[config.mk]
export PLATFORM = sky130hd
export DESIGN_NAME = cla_nibble_serial_adder
export DESIGN_NICKNAME = d
export VERILOG_FILES = /design/src/rtl/cla_nibble_serial_adder.sv
export SDC_FILE = /design/constraint.sdc
export NUM_CORES = 1
export LEC_CHECK = 0
export CAP_MARGIN = 20
export CORE_MARGIN = 4
export CORE_UTILIZATION = 42
export DETAILED_ROUTE_END_ITERATION = 8
export GPL_ROUTABILITY_DRIVEN = 0
export GPL_TIMING_DRIVEN = 0
export PLACE_DENSITY = 0.69
export SYNTH_ARGS = -nofsm -noshare
export SYNTH_HDL_FRONTEND = slang
export SYNTH_SLANG_ARGS = --single-unit
[constraint.sdc]
create_clock -name clk -period 2.1 [get_ports clk]
set_input_delay 0.42 -clock clk [delete_from_list [all_inputs] [get_ports clk]]
set_output_delay 0.42 -clock clk [all_outputs]
set_load 0.05 [all_outputs]
[src/rtl/cla_nibble_serial_adder.sv]
// Multi-cycle add/subtract engine: one shared 4-bit lookahead-carry slice processes the
// operands one nibble per clock, LSB nibble first, with the slice carry-out registered.
module cla_nibble_serial_adder #(
  parameter int WIDTH = 32
) (
  input  logic             clk,
  input  logic             rst_n,
  input  logic             start_valid,
  output logic             start_ready,
  input  logic [WIDTH-1:0] a,
  input  logic [WIDTH-1:0] b,
  input  logic             cin,
  input  logic             sub,
  output logic             res_valid,
  input  logic             res_ready,
  output logic [WIDTH-1:0] sum,
  output logic             cout,
  output logic             ovf,
  output logic             zero,
  output logic             busy
);

  localparam int N     = WIDTH / 4;
  localparam int IDX_W = (N > 1) ? $clog2(N) : 1;
  localparam logic [IDX_W-1:0] LAST_IDX = IDX_W'(N - 1);

  typedef enum logic [1:0] {
    IDLE = 2'd0,
    RUN  = 2'd1,
    DONE = 2'd2
  } state_t;

  // Full lookahead expansion of the four in-slice carries {c3,c2,c1,c0} from ci.
  function automatic logic [3:0] cla_carries(input logic [3:0] p, input logic [3:0] g,
                                             input logic ci);
    logic [3:0] c;
    c[0] = g[0] | (p[0] & ci);
    c[1] = g[1] | (p[1] & g[0]) | (p[1] & p[0] & ci);
    c[2] = g[2] | (p[2] & g[1]) | (p[2] & p[1] & g[0]) | (p[2] & p[1] & p[0] & ci);
    c[3] = g[3] | (p[3] & g[2]) | (p[3] & p[2] & g[1]) | (p[3] & p[2] & p[1] & g[0])
         | (p[3] & p[2] & p[1] & p[0] & ci);
    return c;
  endfunction

  function automatic logic [3:0] nibble_sum(input logic [3:0] p, input logic [3:0] c,
                                            input logic ci);
    return p ^ {c[2:0], ci};
  endfunction

  state_t             state_q, state_d;
  logic [WIDTH-1:0]   a_q, a_d;
  logic [WIDTH-1:0]   b_q, b_d;
  logic [WIDTH-1:0]   sum_q, sum_d;
  logic [IDX_W-1:0]   idx_q, idx_d;
  logic               carry_q, carry_d;
  logic               cout_q, cout_d;
  logic               ovf_q, ovf_d;
  logic               zero_q, zero_d;

  logic               accept_s;
  logic               step_s;
  logic               last_s;
  logic [3:0]         p_s;
  logic [3:0]         g_s;
  logic [3:0]         c_s;
  logic [3:0]         nib_s;
  logic [WIDTH-1:0]   sum_next_s;

  // State register.
  always_ff @(posedge clk or negedge rst_n) begin
    if (!rst_n) begin
      state_q <= IDLE;
    end else begin
      state_q <= state_d;
    end
  end

  // Next-state logic and handshake strobes.
  always_comb begin
    state_d  = state_q;
    accept_s = 1'b0;
    step_s   = 1'b0;
    last_s   = 1'b0;
    case (state_q)
      IDLE: begin
        if (start_valid) begin
          state_d  = RUN;
          accept_s = 1'b1;
        end else begin
          state_d  = IDLE;
        end
      end
      RUN: begin
        step_s = 1'b1;
        if (idx_q == LAST_IDX) begin
          state_d = DONE;
          last_s  = 1'b1;
        end else begin
          state_d = RUN;
        end
      end
      DONE: begin
        if (res_ready) begin
          state_d = IDLE;
        end else begin
          state_d = DONE;
        end
      end
      default: begin
        state_d = IDLE;
      end
    endcase
  end

  // The slice always looks at the low nibble; operands shift right as each nibble retires.
  always_comb begin
    p_s        = a_q[3:0] ^ b_q[3:0];
    g_s        = a_q[3:0] & b_q[3:0];
    c_s        = cla_carries(p_s, g_s, carry_q);
    nib_s      = nibble_sum(p_s, c_s, carry_q);
    sum_next_s = {nib_s, sum_q[WIDTH-1:4]};
  end

  // Datapath next-state: latch on accept, advance one nibble per RUN cycle.
  always_comb begin
    a_d     = a_q;
    b_d     = b_q;
    sum_d   = sum_q;
    idx_d   = idx_q;
    carry_d = carry_q;
    cout_d  = cout_q;
    ovf_d   = ovf_q;
    zero_d  = zero_q;
    if (accept_s) begin
      a_d     = a;
      b_d     = sub ? ~b : b;
      carry_d = sub ? 1'b1 : cin;
      idx_d   = {IDX_W{1'b0}};
    end else if (step_s) begin
      a_d     = {4'b0000, a_q[WIDTH-1:4]};
      b_d     = {4'b0000, b_q[WIDTH-1:4]};
      sum_d   = sum_next_s;
      carry_d = c_s[3];
      if (last_s) begin
        idx_d  = {IDX_W{1'b0}};
        cout_d = c_s[3];
        ovf_d  = c_s[2] ^ c_s[3];
        zero_d = (sum_next_s == {WIDTH{1'b0}});
      end else begin
        idx_d  = idx_q + IDX_W'(1);
      end
    end else begin
      idx_d = idx_q;
    end
  end

  // Datapath and result registers.
  always_ff @(posedge clk or negedge rst_n) begin
    if (!rst_n) begin
      a_q     <= {WIDTH{1'b0}};
      b_q     <= {WIDTH{1'b0}};
      sum_q   <= {WIDTH{1'b0}};
      idx_q   <= {IDX_W{1'b0}};
      carry_q <= 1'b0;
      cout_q  <= 1'b0;
      ovf_q   <= 1'b0;
      zero_q  <= 1'b0;
    end else begin
      a_q     <= a_d;
      b_q     <= b_d;
      sum_q   <= sum_d;
      idx_q   <= idx_d;
      carry_q <= carry_d;
      cout_q  <= cout_d;
      ovf_q   <= ovf_d;
      zero_q  <= zero_d;
    end
  end

  assign start_ready = (state_q == IDLE);
  assign busy        = (state_q != IDLE);
  assign res_valid   = (state_q == DONE);
  assign sum         = sum_q;
  assign cout        = cout_q;
  assign ovf         = ovf_q;
  assign zero        = zero_q;

endmodule
**Word-level counts from Yosys, hierarchy flattened**

Index checks and enable logic that the tools add are counted.

- Memory bits (read-only): 0
- Input port bits: 70
- Bits in registers: 105
- Memory bits (writable): 0
- Output and inout bits: 38
- Memories: 0
- Logic and storage cells: 71
- Bits in latches: 0

- Add/subtract/negate cells: 1
- Reductions and logical operators: 6
- Bitwise operators: 32
- Shift operators: 0
- Divide/modulo/power cells: 0
- Multipliers: 0
- Equal/unequal tests: 3
- Magnitude comparators: 0
- Mux-type cells: 20

Operators with widths:

| kind | number |
|---|---|
| $mux W32 | 5 |
| $logic_not A32 Y1 | 1 |
| $not A32 Y32 | 1 |
| $and A1 B1 Y1 | 16 |
| $or A1 B1 Y1 | 10 |
| $mux W1 | 9 |
| $mux W3 | 3 |
| $xor A4 B4 Y4 | 2 |
| $pmux W2 S3 | 1 |
| $and A4 B4 Y4 | 1 |
| $mux W2 | 2 |
| $reduce_bool A2 Y1 | 2 |
| $add A3 B1 Y3 const B | 1 |
| $eq A3 B3 Y1 const B | 1 |
| $reduce_and A3 Y1 | 1 |
| $eq A2 B1 Y1 const B | 1 |
| $eq A2 B2 Y1 const B | 1 |
| $logic_not A2 Y1 | 1 |
| $reduce_and A2 Y1 | 1 |
| $not A1 Y1 | 1 |
| $xor A1 B1 Y1 | 1 |

**Depth between registers and ports, before layout**

- Word-level depth: 8
- Gate-level depth with buffers: 7
- Mapped depth without buffers: 6

**Worst setup path after synthesis**

No wires, ideal clock.

- Path kind: reg2out
- Start: register state_q[0]
- End: output busy
- Cell stages (with the launch flop): 3
- Required time: 1,680 ps
- Arrival: 1,593 ps
- Path buffers: 0
- Slack: 87 ps
- Cell sequence: dfrtp_1 nor2_1 inv_1

- Longest elaborated chain between the ends: 1

Ends and longest elaborated chain:

| what | RTL line | text |
|---|---|---|
| from (decl) | 50 | `state_t state_q, state_d;` |
| from (signal assigned) | 74 | `state_q <= state_d;` |
| $reduce_bool A2 Y1 | 181 | `assign busy = (state_q != IDLE);` |
| to (decl) | 20 | `output logic busy` |

No other way between the ends.

**Worst setup path after layout**

- Start: register sum_q[27], in the netlist sum[27]
- End: output sum[27]

RTL lines:

| what | RTL line | text |
|---|---|---|
| from (decl) | 53 | `logic [WIDTH-1:0] sum_q, sum_d;` |
| from (signal assigned) | 162 | `sum_q <= {WIDTH{1'b0}};` |
| from (signal assigned) | 171 | `sum_q <= sum_d;` |
| to (decl) | 16 | `output logic [WIDTH-1:0] sum,` |

No word-level cell between the ends.

==> flow_metrics.tcl <==
set metrics [dict create \
    ys_seq_elements 105 \
    timing.critical_path.buf_inv 1 \
    hold_violations 0 \
    yosysSeqAreaShare 0.557 \
    grt_pass1_wl_um 18600 \
    crit_path_max_fanout 4 \
    postRouteAntennaNets 0 \
    drive_above_1_share 0.0561 \
    n_fill_cell 975 \
    async_flop_share 1.00 \
    yosysUniqueCellTypes 30 \
    row_count 38 \
    fin_cells 746 \
    cts_buffers 9 \
    fmax_mhz 489 \
    track_usage 0.179 \
    clkSlewWorstSetupHoldPaths_ns 0.07 \
    setup_viol 0 \
    die_area_sq_um 13000 \
    vias 3870 \
    fin_setup_tns_ns 0 \
    power_density_nw_per_um2 1570 \
    p_leak_nw 2.83 \
    critPathRequiredTime_ns 1.68 \
    max_stage_delay_ns 0.84 \
    cp_top_family "buffers and inverters" \
    h-tree-depth 3 \
    chipHeight_um 114 \
    clk-insertion-delay-late_ns 0.34 \
    tritoncts "built" \
    pwr-share-clk 0.153 \
    crit_chain "clkdlybuf4s50_1" \
    drt-initial-drc-count 300 \
    placedCellCount 732 \
    slew_violations 0 \
    clock_skew_ns 0.00681 \
    start_util 0.431 \
    die_x_um 114 \
    p_sw_w 0.00429 \
    antenna_cells 0 \
    critPathKind "reg -> out" \
    p_int_w 0.00552 \
    swShare 0.437 \
    antenna_found_initial 0 \
    dpl_worst_slack_ns -0.180 \
    slowest_stage "clkdlybuf4s50_1" \
    cts-root-buf "clkbuf_16" \
    min_period_ns 2.04 \
    ios 108 \
    ys_warn_count 0 \
    min_path_type "in -> async" \
    synth.cell_area_sq_um 4720 \
    grt_remaining_overflow 0 \
    syn_nets 562 \
    syn_inst 485 \
    nNetsFinal 680 \
    cts.sinks 105 \
    utilization 0.570 \
    fin_total_pwr_w 0.00982 \
    max_cap_violations 0 \
    synth_edf_count 0 \
    drt_pass1_iterations 5 \
    remaining_drc_errors 0 \
    startpoint_type "flip-flop" \
    port_buffers 106 \
    setup_ws_ns 0.0550 \
    rsz0062_at_grt "false" \
    critPathArrivalTime_ns 1.62 \
    synthToLayoutAreaGrowth_pct 32.3 \
    core_area_sq_um 10900 \
    cts_setup_buffers 0 \
    grt_start_max_net_pins 66 \
    ir_worst_vdd_v 0.000920 \
    vias_per_cell 5.19 \
    drt-total-wl_um 11300 \
    outcome "complete, no violations" \
    hold_buffers 0 \
    synth-main-ff-cell "dfrtp_1" \
    dpl.hpwl_um 8540 \
    p_seq_frac 0.367 \
    end_kind "primary output" \
    worst_slew_pin_slew_ns 0.538 \
    period_share 0.974 \
    cts_buffer_depth 2 \
    slew_headroom 0.641 \
    grt_pass1_vias 3782 \
    comb_power_share 0.480 \
    syn_avg_cell_area_sq_um 9.72 \
    wire_per_inst_um 15.2 \
]
## stage by stage
| step | instance area (sq um) | hold WS, ns |
|---|---|---|
| after floorplan | 4720 | 0.124 |
| after global placement | 5950 | 0.460 |
| after detailed placement | 5980 | 0.436 |
| after CTS | 6230 | 0.0699 |
| after global routing | 6240 | 0.0972 |
| final | 6240 | 0.0531 |
## sequential cells by signal (all words and copies together) (netlist names)
name / flops
sum: 32
ovf: 1
idx_q: 3
state_q: 2
cout: 1
b_q: 32
carry_q: 1
a_q: 32
zero: 1
## worst paths after layout
check | depth (start not counted) | slack (ns) | start | endpoint
worst max-delay path | 1 | 0.06 | sum[27] | sum[27]
worst min-delay path | 1 | 0.05 | rst_n | sum[15]
worst max register to register | 6 | 0.16 | b_q[0] | zero
worst min register to register | 2 | 0.48 | a_q[27] | a_q[27]
max in group asynchronous | 2 | 1.35 | rst_n | a_q[6]
min in group clk | 2 | 0.48 | a_q[27] | a_q[27]
## synth_stat cells (all sizes together) (2+ instances only)
master	instances	share of area
a21oi	2	0.0021
a221o	29	0.062
a22oi	27	0.043
buf	15	0.019
clkbuf	18	0.014
dfrtp	105	0.56
ha	6	0.016
inv	5	0.0040
nand2	161	0.13
nand2b	2	0.0027
nand3	5	0.0053
nor2	35	0.028
nor3	3	0.0032
nor4	6	0.0080
o21ai	20	0.021
xnor2	34	0.063
## repair_timing
item                       4_1_cts  5_1_grt
cloned                           0        0
setup endpoints to repair        3        1
gates resized for setup          3        1
## placed cells by master (no fill, tap or decap), types with 5 or more instances in the layout
cell             count
xnor2_1             34
nand3_1              5
clkbuf_1            18
clkbuf_16            9
clkdlybuf4s50_1    102
nor2_1              35
buf_2               12
a221o_1             29
o21ai_0             20
a22oi_1             27
nor4_1               6
nand2_1            161
dfrtp_1            105
inv_1                5
ha_1                 6
## cells by family after synthesis
family / synth area share
XOR/XNOR: 0.0650
adder cells (fa/ha/maj): 0.0202
multiplexers: 0.00212
AO/OA/AOI/OAI: 0.135
flip-flops: 0.557
buffers and inverters: 0.0374
AND/OR/NAND/NOR: 0.184
## power by group through the flow
| stage | Sequential [W] | Combinational, W | Clock [W] |
|---|---|---|---|
| floorplan | 0.00437 | 0.00243 | 0 |
| global placement | 0.00360 | 0.00464 | 0 |
| detailed placement | 0.00362 | 0.00476 | 0 |
| CTS | 0.00359 | 0.00476 | 0.00154 |
| global route | 0.00371 | 0.00520 | 0.00160 |
| finish | 0.00360 | 0.00471 | 0.00151 |
## cell type report
cell class / instances / area, sq um / share of cell area
Buffer: 33 / 158 / 0.0253
Clock buffer: 9 / 225 / 0.0361
Clock inverter: 5 / 33.8 / 0.00542
Inverter: 5 / 18.8 / 0.00301
Multi-Input combinational cell: 342 / 1920 / 0.307
Sequential cell: 105 / 2630 / 0.421
Tap cell: 140 / 175 / 0.0281
Timing Repair Buffer: 107 / 1080 / 0.173
## metal layers
metal,part of all wire,routed length [um],global-route usage,vias up
met2,0.48,5480,0.290,83
met1,0.45,5140,0.243,1897
met3,0.044,496,0.0377,14
met4,0.017,197,0.0538,0
li1,-,-,-,1876
met5,0,0,0,-
No activity file was read; power rests on OpenSTA's default activity.
